===== config.mk =====
export PLATFORM = sky130hd
export DESIGN_NAME = edp_mds_seq_flat
export DESIGN_NICKNAME = d
export VERILOG_FILES = /design/src/rtl/edp_mds_seq_if.sv /design/src/rtl/edp_mds_seq.sv /design/src/flat_wrapper.sv
export SDC_FILE = /design/constraint.sdc
export NUM_CORES = 1
export LEC_CHECK = 0
export ABC_AREA = 1
export ABC_CLOCK_PERIOD_IN_PS = 2000
export CAP_MARGIN = 20
export CORE_ASPECT_RATIO = 0.75
export CORE_MARGIN = 3
export CORE_UTILIZATION = 40
export DETAILED_ROUTE_END_ITERATION = 10
export GPL_TIMING_DRIVEN = 0
export PLACE_DENSITY = 0.81
export SKIP_LAST_GASP = 1
export SLEW_MARGIN = 20
export SYNTH_ARGS = -nofsm -noshare
export SYNTH_HDL_FRONTEND = slang
export SYNTH_SLANG_ARGS = --single-unit

===== constraint.sdc =====
create_clock -name clk -period 2 [get_ports clk]
set_clock_uncertainty 0.2 [all_clocks]
set_input_delay 0.5 -clock clk [delete_from_list [all_inputs] [get_ports clk]]
set_output_delay 0.5 -clock clk [all_outputs]
set_load 0.1 [all_outputs]

===== src/rtl/edp_mds_seq_if.sv =====
// edp_mds_seq_if: bundle between the dispatcher/data path and the multiply/divide
// step sequencer.
//
// Handshake: start is sampled only while busy=0. The cycle after an accepted start,
// busy rises and stays high through the DONE cycle. done pulses for exactly that
// last cycle. abort (or reset) drops busy on the next edge without a done pulse.
// While busy=0 every ctl* output holds the idle vector (all zeros).
interface edp_mds_seq_if;
    // requests and data-path status into the sequencer
    logic       start;
    logic       isDiv;
    logic [5:0] nSteps;
    logic       abort;
    logic       mq34;
    logic       mq35;
    logic       adSign;
    // status and EDP controls out of the sequencer
    logic       busy;
    logic       done;
    logic [5:0] stepCnt;
    logic [2:0] ctlArlSel;
    logic [2:0] ctlArxlSel;
    logic [2:0] ctlArxrSel;
    logic       ctlArLoad;
    logic       ctlArxLoad;
    logic       ctlMqmEn;
    logic [1:0] ctlMqmSel;
    logic [1:0] ctlMqSel;
    logic [1:0] ctlAdb;
    logic [1:0] ctlAdFunc;

    // dispatcher / data-path side
    modport master (
        output start, isDiv, nSteps, abort, mq34, mq35, adSign,
        input  busy, done, stepCnt, ctlArlSel, ctlArxlSel, ctlArxrSel,
               ctlArLoad, ctlArxLoad, ctlMqmEn, ctlMqmSel, ctlMqSel, ctlAdb, ctlAdFunc
    );

    // sequencer side
    modport slave (
        input  start, isDiv, nSteps, abort, mq34, mq35, adSign,
        output busy, done, stepCnt, ctlArlSel, ctlArxlSel, ctlArxrSel,
               ctlArLoad, ctlArxLoad, ctlMqmEn, ctlMqmSel, ctlMqSel, ctlAdb, ctlAdFunc
    );
endinterface


===== src/rtl/edp_mds_seq.sv =====
// edp_mds_seq: multiply/divide step sequencer for the EBOX data path.
// Multiply: radix-4 Booth steps (AR/ARX/MQ shift right 2 per step).
// Divide: non-restoring steps (AR/ARX/MQ shift left 1 per step).
// Optional macro MDSEQ_REM_FIX_EN adds a final remainder-correction (FIX) cycle
// after the last divide step; without it the remainder is left for microcode.
// The FSM state is exported on dbg_state_o.
module edp_mds_seq (
    input  logic              clk,
    input  logic              reset,
    edp_mds_seq_if.slave      bus,
    output logic [2:0]        dbg_state_o
);

    typedef enum logic [2:0] {
        ST_IDLE = 3'd0,
        ST_MUL  = 3'd1,
        ST_DIV  = 3'd2,
        ST_FIX  = 3'd3,
        ST_DONE = 3'd4
    } state_e;

    localparam logic [1:0] FN_PASS  = 2'b00;
    localparam logic [1:0] FN_ADD   = 2'b01;
    localparam logic [1:0] FN_SUB   = 2'b10;
    localparam logic [1:0] ADB_NONE = 2'b00;
    localparam logic [1:0] ADB_2B   = 2'b01;
    localparam logic [1:0] ADB_B    = 2'b10;

    state_e     state_q;
    logic [5:0] step_cnt_q;
    logic [5:0] step_cnt_d;
    logic       prev_q;
    logic       last_neg_q;
    logic       busy_q;
    logic       done_q;
    logic       last_step;

    logic [2:0] arl_sel;
    logic [2:0] arxl_sel;
    logic [2:0] arxr_sel;
    logic       ar_load;
    logic       arx_load;
    logic       mqm_en;
    logic [1:0] mqm_sel;
    logic [1:0] mq_sel;
    logic [1:0] adb;
    logic [1:0] ad_func;

    // Remaining-step count after this step; saturates so it can never wrap below 0.
    assign step_cnt_d = (step_cnt_q == 6'd0) ? 6'd0 : step_cnt_q - 6'd1;
    // The step taken with one step remaining is the last one.
    assign last_step  = (step_cnt_q <= 6'd1);

    // Sequencer FSM: state, step counter, Booth history, divide sign and registered busy/done.
    always_ff @(posedge clk) begin
        if (reset) begin
            state_q    <= ST_IDLE;
            step_cnt_q <= 6'd0;
            prev_q     <= 1'b0;
            last_neg_q <= 1'b0;
            busy_q     <= 1'b0;
            done_q     <= 1'b0;
        end else if (bus.abort) begin
            // abort beats everything, including a simultaneous start; the count is kept
            state_q <= ST_IDLE;
            busy_q  <= 1'b0;
            done_q  <= 1'b0;
        end else begin
            case (state_q)
                ST_IDLE: begin
                    if (bus.start) begin
                        step_cnt_q <= bus.nSteps;
                        prev_q     <= 1'b0;
                        last_neg_q <= 1'b0;
                        busy_q     <= 1'b1;
                        if (bus.nSteps == 6'd0) begin
                            state_q <= ST_DONE;
                            done_q  <= 1'b1;
                        end else begin
                            state_q <= bus.isDiv ? ST_DIV : ST_MUL;
                            done_q  <= 1'b0;
                        end
                    end
                end
                ST_MUL: begin
                    prev_q     <= bus.mq34;
                    step_cnt_q <= step_cnt_d;
                    if (last_step) begin
                        state_q <= ST_DONE;
                        done_q  <= 1'b1;
                    end
                end
                ST_DIV: begin
                    last_neg_q <= bus.adSign;
                    step_cnt_q <= step_cnt_d;
                    if (last_step) begin
`ifdef MDSEQ_REM_FIX_EN
                        state_q <= ST_FIX;
`else
                        state_q <= ST_DONE;
                        done_q  <= 1'b1;
`endif
                    end
                end
                ST_FIX: begin
                    state_q <= ST_DONE;
                    done_q  <= 1'b1;
                end
                ST_DONE: begin
                    state_q <= ST_IDLE;
                    busy_q  <= 1'b0;
                    done_q  <= 1'b0;
                end
                default: begin
                    state_q <= ST_IDLE;
                    busy_q  <= 1'b0;
                    done_q  <= 1'b0;
                end
            endcase
        end
    end

    // EDP control decode; the idle vector wins whenever abort or reset is present,
    // so nothing is loaded in the cycle the operation is cancelled.
    always_comb begin
        arl_sel  = 3'b000;
        arxl_sel = 3'b000;
        arxr_sel = 3'b000;
        ar_load  = 1'b0;
        arx_load = 1'b0;
        mqm_en   = 1'b0;
        mqm_sel  = 2'b00;
        mq_sel   = 2'b00;
        adb      = ADB_NONE;
        ad_func  = FN_PASS;
        if (!reset && !bus.abort) begin
            case (state_q)
                ST_MUL: begin
                    arl_sel  = 3'b111;
                    arxl_sel = 3'b111;
                    arxr_sel = 3'b111;
                    ar_load  = 1'b1;
                    arx_load = 1'b1;
                    mqm_en   = 1'b1;
                    mqm_sel  = 2'b00;
                    mq_sel   = 2'b11;
                    // radix-4 Booth recode of {MQ34, MQ35, previous MQ34}
                    case ({bus.mq34, bus.mq35, prev_q})
                        3'b001, 3'b010: begin ad_func = FN_ADD;  adb = ADB_B;    end
                        3'b011:         begin ad_func = FN_ADD;  adb = ADB_2B;   end
                        3'b100:         begin ad_func = FN_SUB;  adb = ADB_2B;   end
                        3'b101, 3'b110: begin ad_func = FN_SUB;  adb = ADB_B;    end
                        default:        begin ad_func = FN_PASS; adb = ADB_NONE; end
                    endcase
                end
                ST_DIV: begin
                    arl_sel  = 3'b101;
                    arxl_sel = 3'b101;
                    arxr_sel = 3'b101;
                    ar_load  = 1'b1;
                    arx_load = 1'b1;
                    mq_sel   = 2'b01;
                    adb      = ADB_B;
                    // last_neg_q is cleared at start, so the first step subtracts
                    ad_func  = last_neg_q ? FN_ADD : FN_SUB;
                end
                ST_FIX: begin
                    // restore a negative remainder by adding the divisor back into AR
                    if (last_neg_q) begin
                        arl_sel = 3'b010;
                        ar_load = 1'b1;
                        adb     = ADB_B;
                        ad_func = FN_ADD;
                    end
                end
                default: begin
                end
            endcase
        end
    end

    assign bus.busy       = busy_q;
    assign bus.done       = done_q;
    assign bus.stepCnt    = step_cnt_q;
    assign bus.ctlArlSel  = arl_sel;
    assign bus.ctlArxlSel = arxl_sel;
    assign bus.ctlArxrSel = arxr_sel;
    assign bus.ctlArLoad  = ar_load;
    assign bus.ctlArxLoad = arx_load;
    assign bus.ctlMqmEn   = mqm_en;
    assign bus.ctlMqmSel  = mqm_sel;
    assign bus.ctlMqSel   = mq_sel;
    assign bus.ctlAdb     = adb;
    assign bus.ctlAdFunc  = ad_func;
    assign dbg_state_o    = state_q;

endmodule


===== src/flat_wrapper.sv =====
// flat-port wrapper written by rule: the top's interface ports become plain ports
module edp_mds_seq_flat 
  (clk, reset, dbg_state_o, bus_start, bus_isDiv, bus_nSteps, bus_abort, bus_mq34, bus_mq35, bus_adSign, bus_busy, bus_done, bus_stepCnt, bus_ctlArlSel, bus_ctlArxlSel, bus_ctlArxrSel, bus_ctlArLoad, bus_ctlArxLoad, bus_ctlMqmEn, bus_ctlMqmSel, bus_ctlMqSel, bus_ctlAdb, bus_ctlAdFunc);
  edp_mds_seq_if bus_i ();
  input  logic clk;
  input  logic reset;
  output logic [2:0] dbg_state_o;
  input wire logic [$bits(bus_i.start)-1:0] bus_start;
  input wire logic [$bits(bus_i.isDiv)-1:0] bus_isDiv;
  input wire logic [$bits(bus_i.nSteps)-1:0] bus_nSteps;
  input wire logic [$bits(bus_i.abort)-1:0] bus_abort;
  input wire logic [$bits(bus_i.mq34)-1:0] bus_mq34;
  input wire logic [$bits(bus_i.mq35)-1:0] bus_mq35;
  input wire logic [$bits(bus_i.adSign)-1:0] bus_adSign;
  output wire logic [$bits(bus_i.busy)-1:0] bus_busy;
  output wire logic [$bits(bus_i.done)-1:0] bus_done;
  output wire logic [$bits(bus_i.stepCnt)-1:0] bus_stepCnt;
  output wire logic [$bits(bus_i.ctlArlSel)-1:0] bus_ctlArlSel;
  output wire logic [$bits(bus_i.ctlArxlSel)-1:0] bus_ctlArxlSel;
  output wire logic [$bits(bus_i.ctlArxrSel)-1:0] bus_ctlArxrSel;
  output wire logic [$bits(bus_i.ctlArLoad)-1:0] bus_ctlArLoad;
  output wire logic [$bits(bus_i.ctlArxLoad)-1:0] bus_ctlArxLoad;
  output wire logic [$bits(bus_i.ctlMqmEn)-1:0] bus_ctlMqmEn;
  output wire logic [$bits(bus_i.ctlMqmSel)-1:0] bus_ctlMqmSel;
  output wire logic [$bits(bus_i.ctlMqSel)-1:0] bus_ctlMqSel;
  output wire logic [$bits(bus_i.ctlAdb)-1:0] bus_ctlAdb;
  output wire logic [$bits(bus_i.ctlAdFunc)-1:0] bus_ctlAdFunc;
  assign bus_i.start = bus_start;
  assign bus_i.isDiv = bus_isDiv;
  assign bus_i.nSteps = bus_nSteps;
  assign bus_i.abort = bus_abort;
  assign bus_i.mq34 = bus_mq34;
  assign bus_i.mq35 = bus_mq35;
  assign bus_i.adSign = bus_adSign;
  assign bus_busy = bus_i.busy;
  assign bus_done = bus_i.done;
  assign bus_stepCnt = bus_i.stepCnt;
  assign bus_ctlArlSel = bus_i.ctlArlSel;
  assign bus_ctlArxlSel = bus_i.ctlArxlSel;
  assign bus_ctlArxrSel = bus_i.ctlArxrSel;
  assign bus_ctlArLoad = bus_i.ctlArLoad;
  assign bus_ctlArxLoad = bus_i.ctlArxLoad;
  assign bus_ctlMqmEn = bus_i.ctlMqmEn;
  assign bus_ctlMqmSel = bus_i.ctlMqmSel;
  assign bus_ctlMqSel = bus_i.ctlMqSel;
  assign bus_ctlAdb = bus_i.ctlAdb;
  assign bus_ctlAdFunc = bus_i.ctlAdFunc;
  edp_mds_seq u_core (.clk(clk), .reset(reset), .bus(bus_i), .dbg_state_o(dbg_state_o));
endmodule

==> metrics.md <==
| Metric | Value |
|---|---|
| Vias post-DR | approximately 1800 |
| Antenna-violating nets left | 0 |
| Vias in the first global route | between 1500 and 2000 |
| Fmax | 411 MHz |
| CTS tree | done |
| GR Overflow Total | 0 |
| Final hold vios | 0 |
| Std-Cell Core Area | about 2400 um^2 |
| # clock sinks | 12 |
| Synth cell types | 26 |
| Seq cells post-synth | 12 |
| Yosys warns | 0 |
| Full die area | 3310 um^2 |
| Critical path class | flop to primary output |
| Vias per inst | around 6.3 |
| Worst-margin pin slew | 0.551 ns |
| Main flop type after synthesis | dfxtp_1 |
| Post-synth EDFFs | 0 |
| Die X | 65.4 um |
| Total routed wirelength | 7360 um |
| Min Tclk post-route | 2.43 ns |
| Routed wire per std cell | 25.4 um |
| Initial Util | 44.1% |
| NetSw | 794 uW |
| Tcrit/Tclk final | 122% |
| Violated checks | negative setup slack |
| Drt pass-1 iters | 8 |
| Worst Path Required | 1.30 ns |
| Synth Cell Area | 1060 um^2 |
| Pwr dens | between 600 and 700 nW/um^2 |
| Hold depth | 2 |
| Final setup margin | -0.430 ns |
| Logic pwr share | about two thirds |
| Headroom to the max-slew limit | 63.4% |
| Largest net degree at the start of global routing | 10 |
| Avg Inst Size Synth | 5.99 um^2 |
| Num CTS Buffers | 3 |
| RR Startpoint | u_core.dbg_state_o[2] |
| Most frequent cells in the layout | nand2_1, nor2_1, buf_4, buf_12, nand3_1 |
| Clk slew on worst S/H paths | 0.09 ns |
| Cells after Synth | 177 |
| Global-route wire length before repair | between 9000 and 10000 um |
| Number of port buffers | 42 |
| Register area share after synthesis | 22.7% |
| Layout area overhead | 115% |
| Slew Limit Fails | 0 |
| R2R cell count | 11 |
| Clock group share of total power | 12.6% |
| Placement Setup Slack | -1.78 ns |
| Unrepaired setup endpoints after global routing | yes |
| LEAKAGE | 0.00109 uW |
| Nets@finish | 274 |
| Hold Path End | u_core.prev_q |
| Peak VDD IR | 801 uV |
| HP Class | input pin to flop |
| CTS max path bufs | 2 |
| Async SR Flop Fraction | 0% |
| Die Ht | 50.6 um |
| Fill count | 66 |
| Type of origin of the critical path | flop |
| CTS Root Cell | clkbuf_4 |
| DP Area | 1730 um^2 |
| Std-Cell Rows | 15 |
| GRT Overall Usage | 37.9% |
| # DRC | 0 |
| Crit path max fanout | 5 |
| Final Non-Filler Cells | between 200 and 300 |
| Most common cell after layout, fill and taps aside | nand2_1 |
| Max cap viols | 0 |
| Power Internal | 641 uW |
| Initial antenna violation count | 0 |
| # IOs | 45 |
| Share of post-route cells with drive strength above 1 | ~46% |
| Worst-Skew Late Latency | 0.31 ns |
| Crit. End Element | primary output |
| Hold_ws | between 0.2 and 0.25 ns |
| DP Cell Count | 254 |
| R2R setup slack | around 0.04 ns |
| R2r endpoint | u_core.prev_q |
| CTS Hold Bufs | 0 |
| Ant. Diodes | 0 |
| Design area | roughly 2300 um^2 |
| CP startpoint | u_core.dbg_state_o[2] |
| Reg power frac | 21.2% |
| Drt first-iter violations | 227 |
| Status | complete, but fails checks |
| Final Setup Violations | 18 |
| GPL Wtd Cong | 0.869 |
| Worst Path Arrival | 1.73 ns |
| CTS H-tree lvls | 1 |
| Sw frac | 55.3% |
| Dpl hpwl | 2580 um |
| Hold_sp | reset |
per-layer routing:
| metal | track usage [%] | up-vias | wire length (um) |
|---|---|---|---|
| li1 | - | 703 | - |
| met1 | 40.9 | 832 | 2470 |
| met2 | 64.2 | 206 | 3240 |
| met3 | 8.50 | 99 | 821 |
| met4 | 29.0 | 0 | 834 |
| met5 | 0 | - | 0 |
layout make-up:
cell class	instances	area (um^2)	area share [%]
repair buffers	75	868	38.0
multi-input cells	131	808	35.4
flip-flops and latches	12	254	11.1
plain buffers	11	183	8.00
inverters	23	101	4.44
well taps	34	42.5	1.86
clock buffers	4	26.3	1.15
worst max-delay path, stage by stage (launching register included):
cell and delay [ns]:
dfxtp_4 0.39, nor2_4 0.15, nand2_4 0.12, buf_6 0.14, nor2_4 0.10, nand2_2 0.10, a21oi_4 0.20, buf_12 0.19
state kept, by name (all words and copies together) (netlist names):
register            count
u_core.bus.stepCnt      6
u_core.dbg_state_o      3
u_core.bus.busy         1
u_core.last_neg_q       1
u_core.prev_q           1
per-stage QoR:
stage / setup TNS [ns] / util [%] / power, uW
finish: -5.70 / 95.1 / 1440
floorplan: -8.03 / - / 849
global route: -6.19 / 95.1 / 1460
global placement: -30.43 / 72.1 / 986
detailed placement: -30.61 / 72.1 / 995
CTS: -3.91 / 91.7 / 1260
power by group through the flow:
stage / Combinational (uW) / Clock [uW] / Sequential [uW]
finish: 950 / 181 / 304
global route: 970 / 186 / 302
CTS: 800 / 165 / 293
detailed placement: 698 / 0 / 297
global placement: 689 / 0 / 297
floorplan: 413 / 0 / 435
logic make-up after synthesis:
family / synth area share, %
fa+ha+maj: 3.54
flops: 22.7
compound gates: 6.49
simple gates: 49.8
buf+inv: 16.3
other cells: 0.354
xor+xnor: 0.827
what timing repair did:
| action | in CTS | in global routing |
|---|---|---|
| endpoints found under the setup margin | 29 | 24 |
| pin swaps | 13 | 7 |
| buffers inserted | 23 | 9 |
| gates resized for setup | 228 | 15 |
| gates cloned | 1 | 0 |
| hold endpoints to repair | 0 | 0 |
cells in the mapped netlist (all sizes together) (2+ instances only):
library cell | instances | area [um^2]
nand2 | 44 | 188
nor2 | 40 | 160
inv | 23 | 86.3
nand3 | 22 | 128
dfxtp | 12 | 240
buf | 11 | 82.6
a21oi | 8 | 40.0
ha | 3 | 37.5
o21ai | 3 | 15.0
or2 | 2 | 12.5
worst max-delay path by stage:
stage	endpoint	slack [ns]
finish	bus_ctlAdFunc[1]	-0.43
global route	bus_ctlAdFunc[1]	-0.44
CTS	bus_ctlMqSel[0]	-0.27
detailed placement	bus_ctlArxrSel[0]	-1.78
global placement	bus_ctlArxrSel[0]	-1.76
floorplan	bus_ctlArxlSel[0]	-0.59
(Power assumes the default switching activity.)
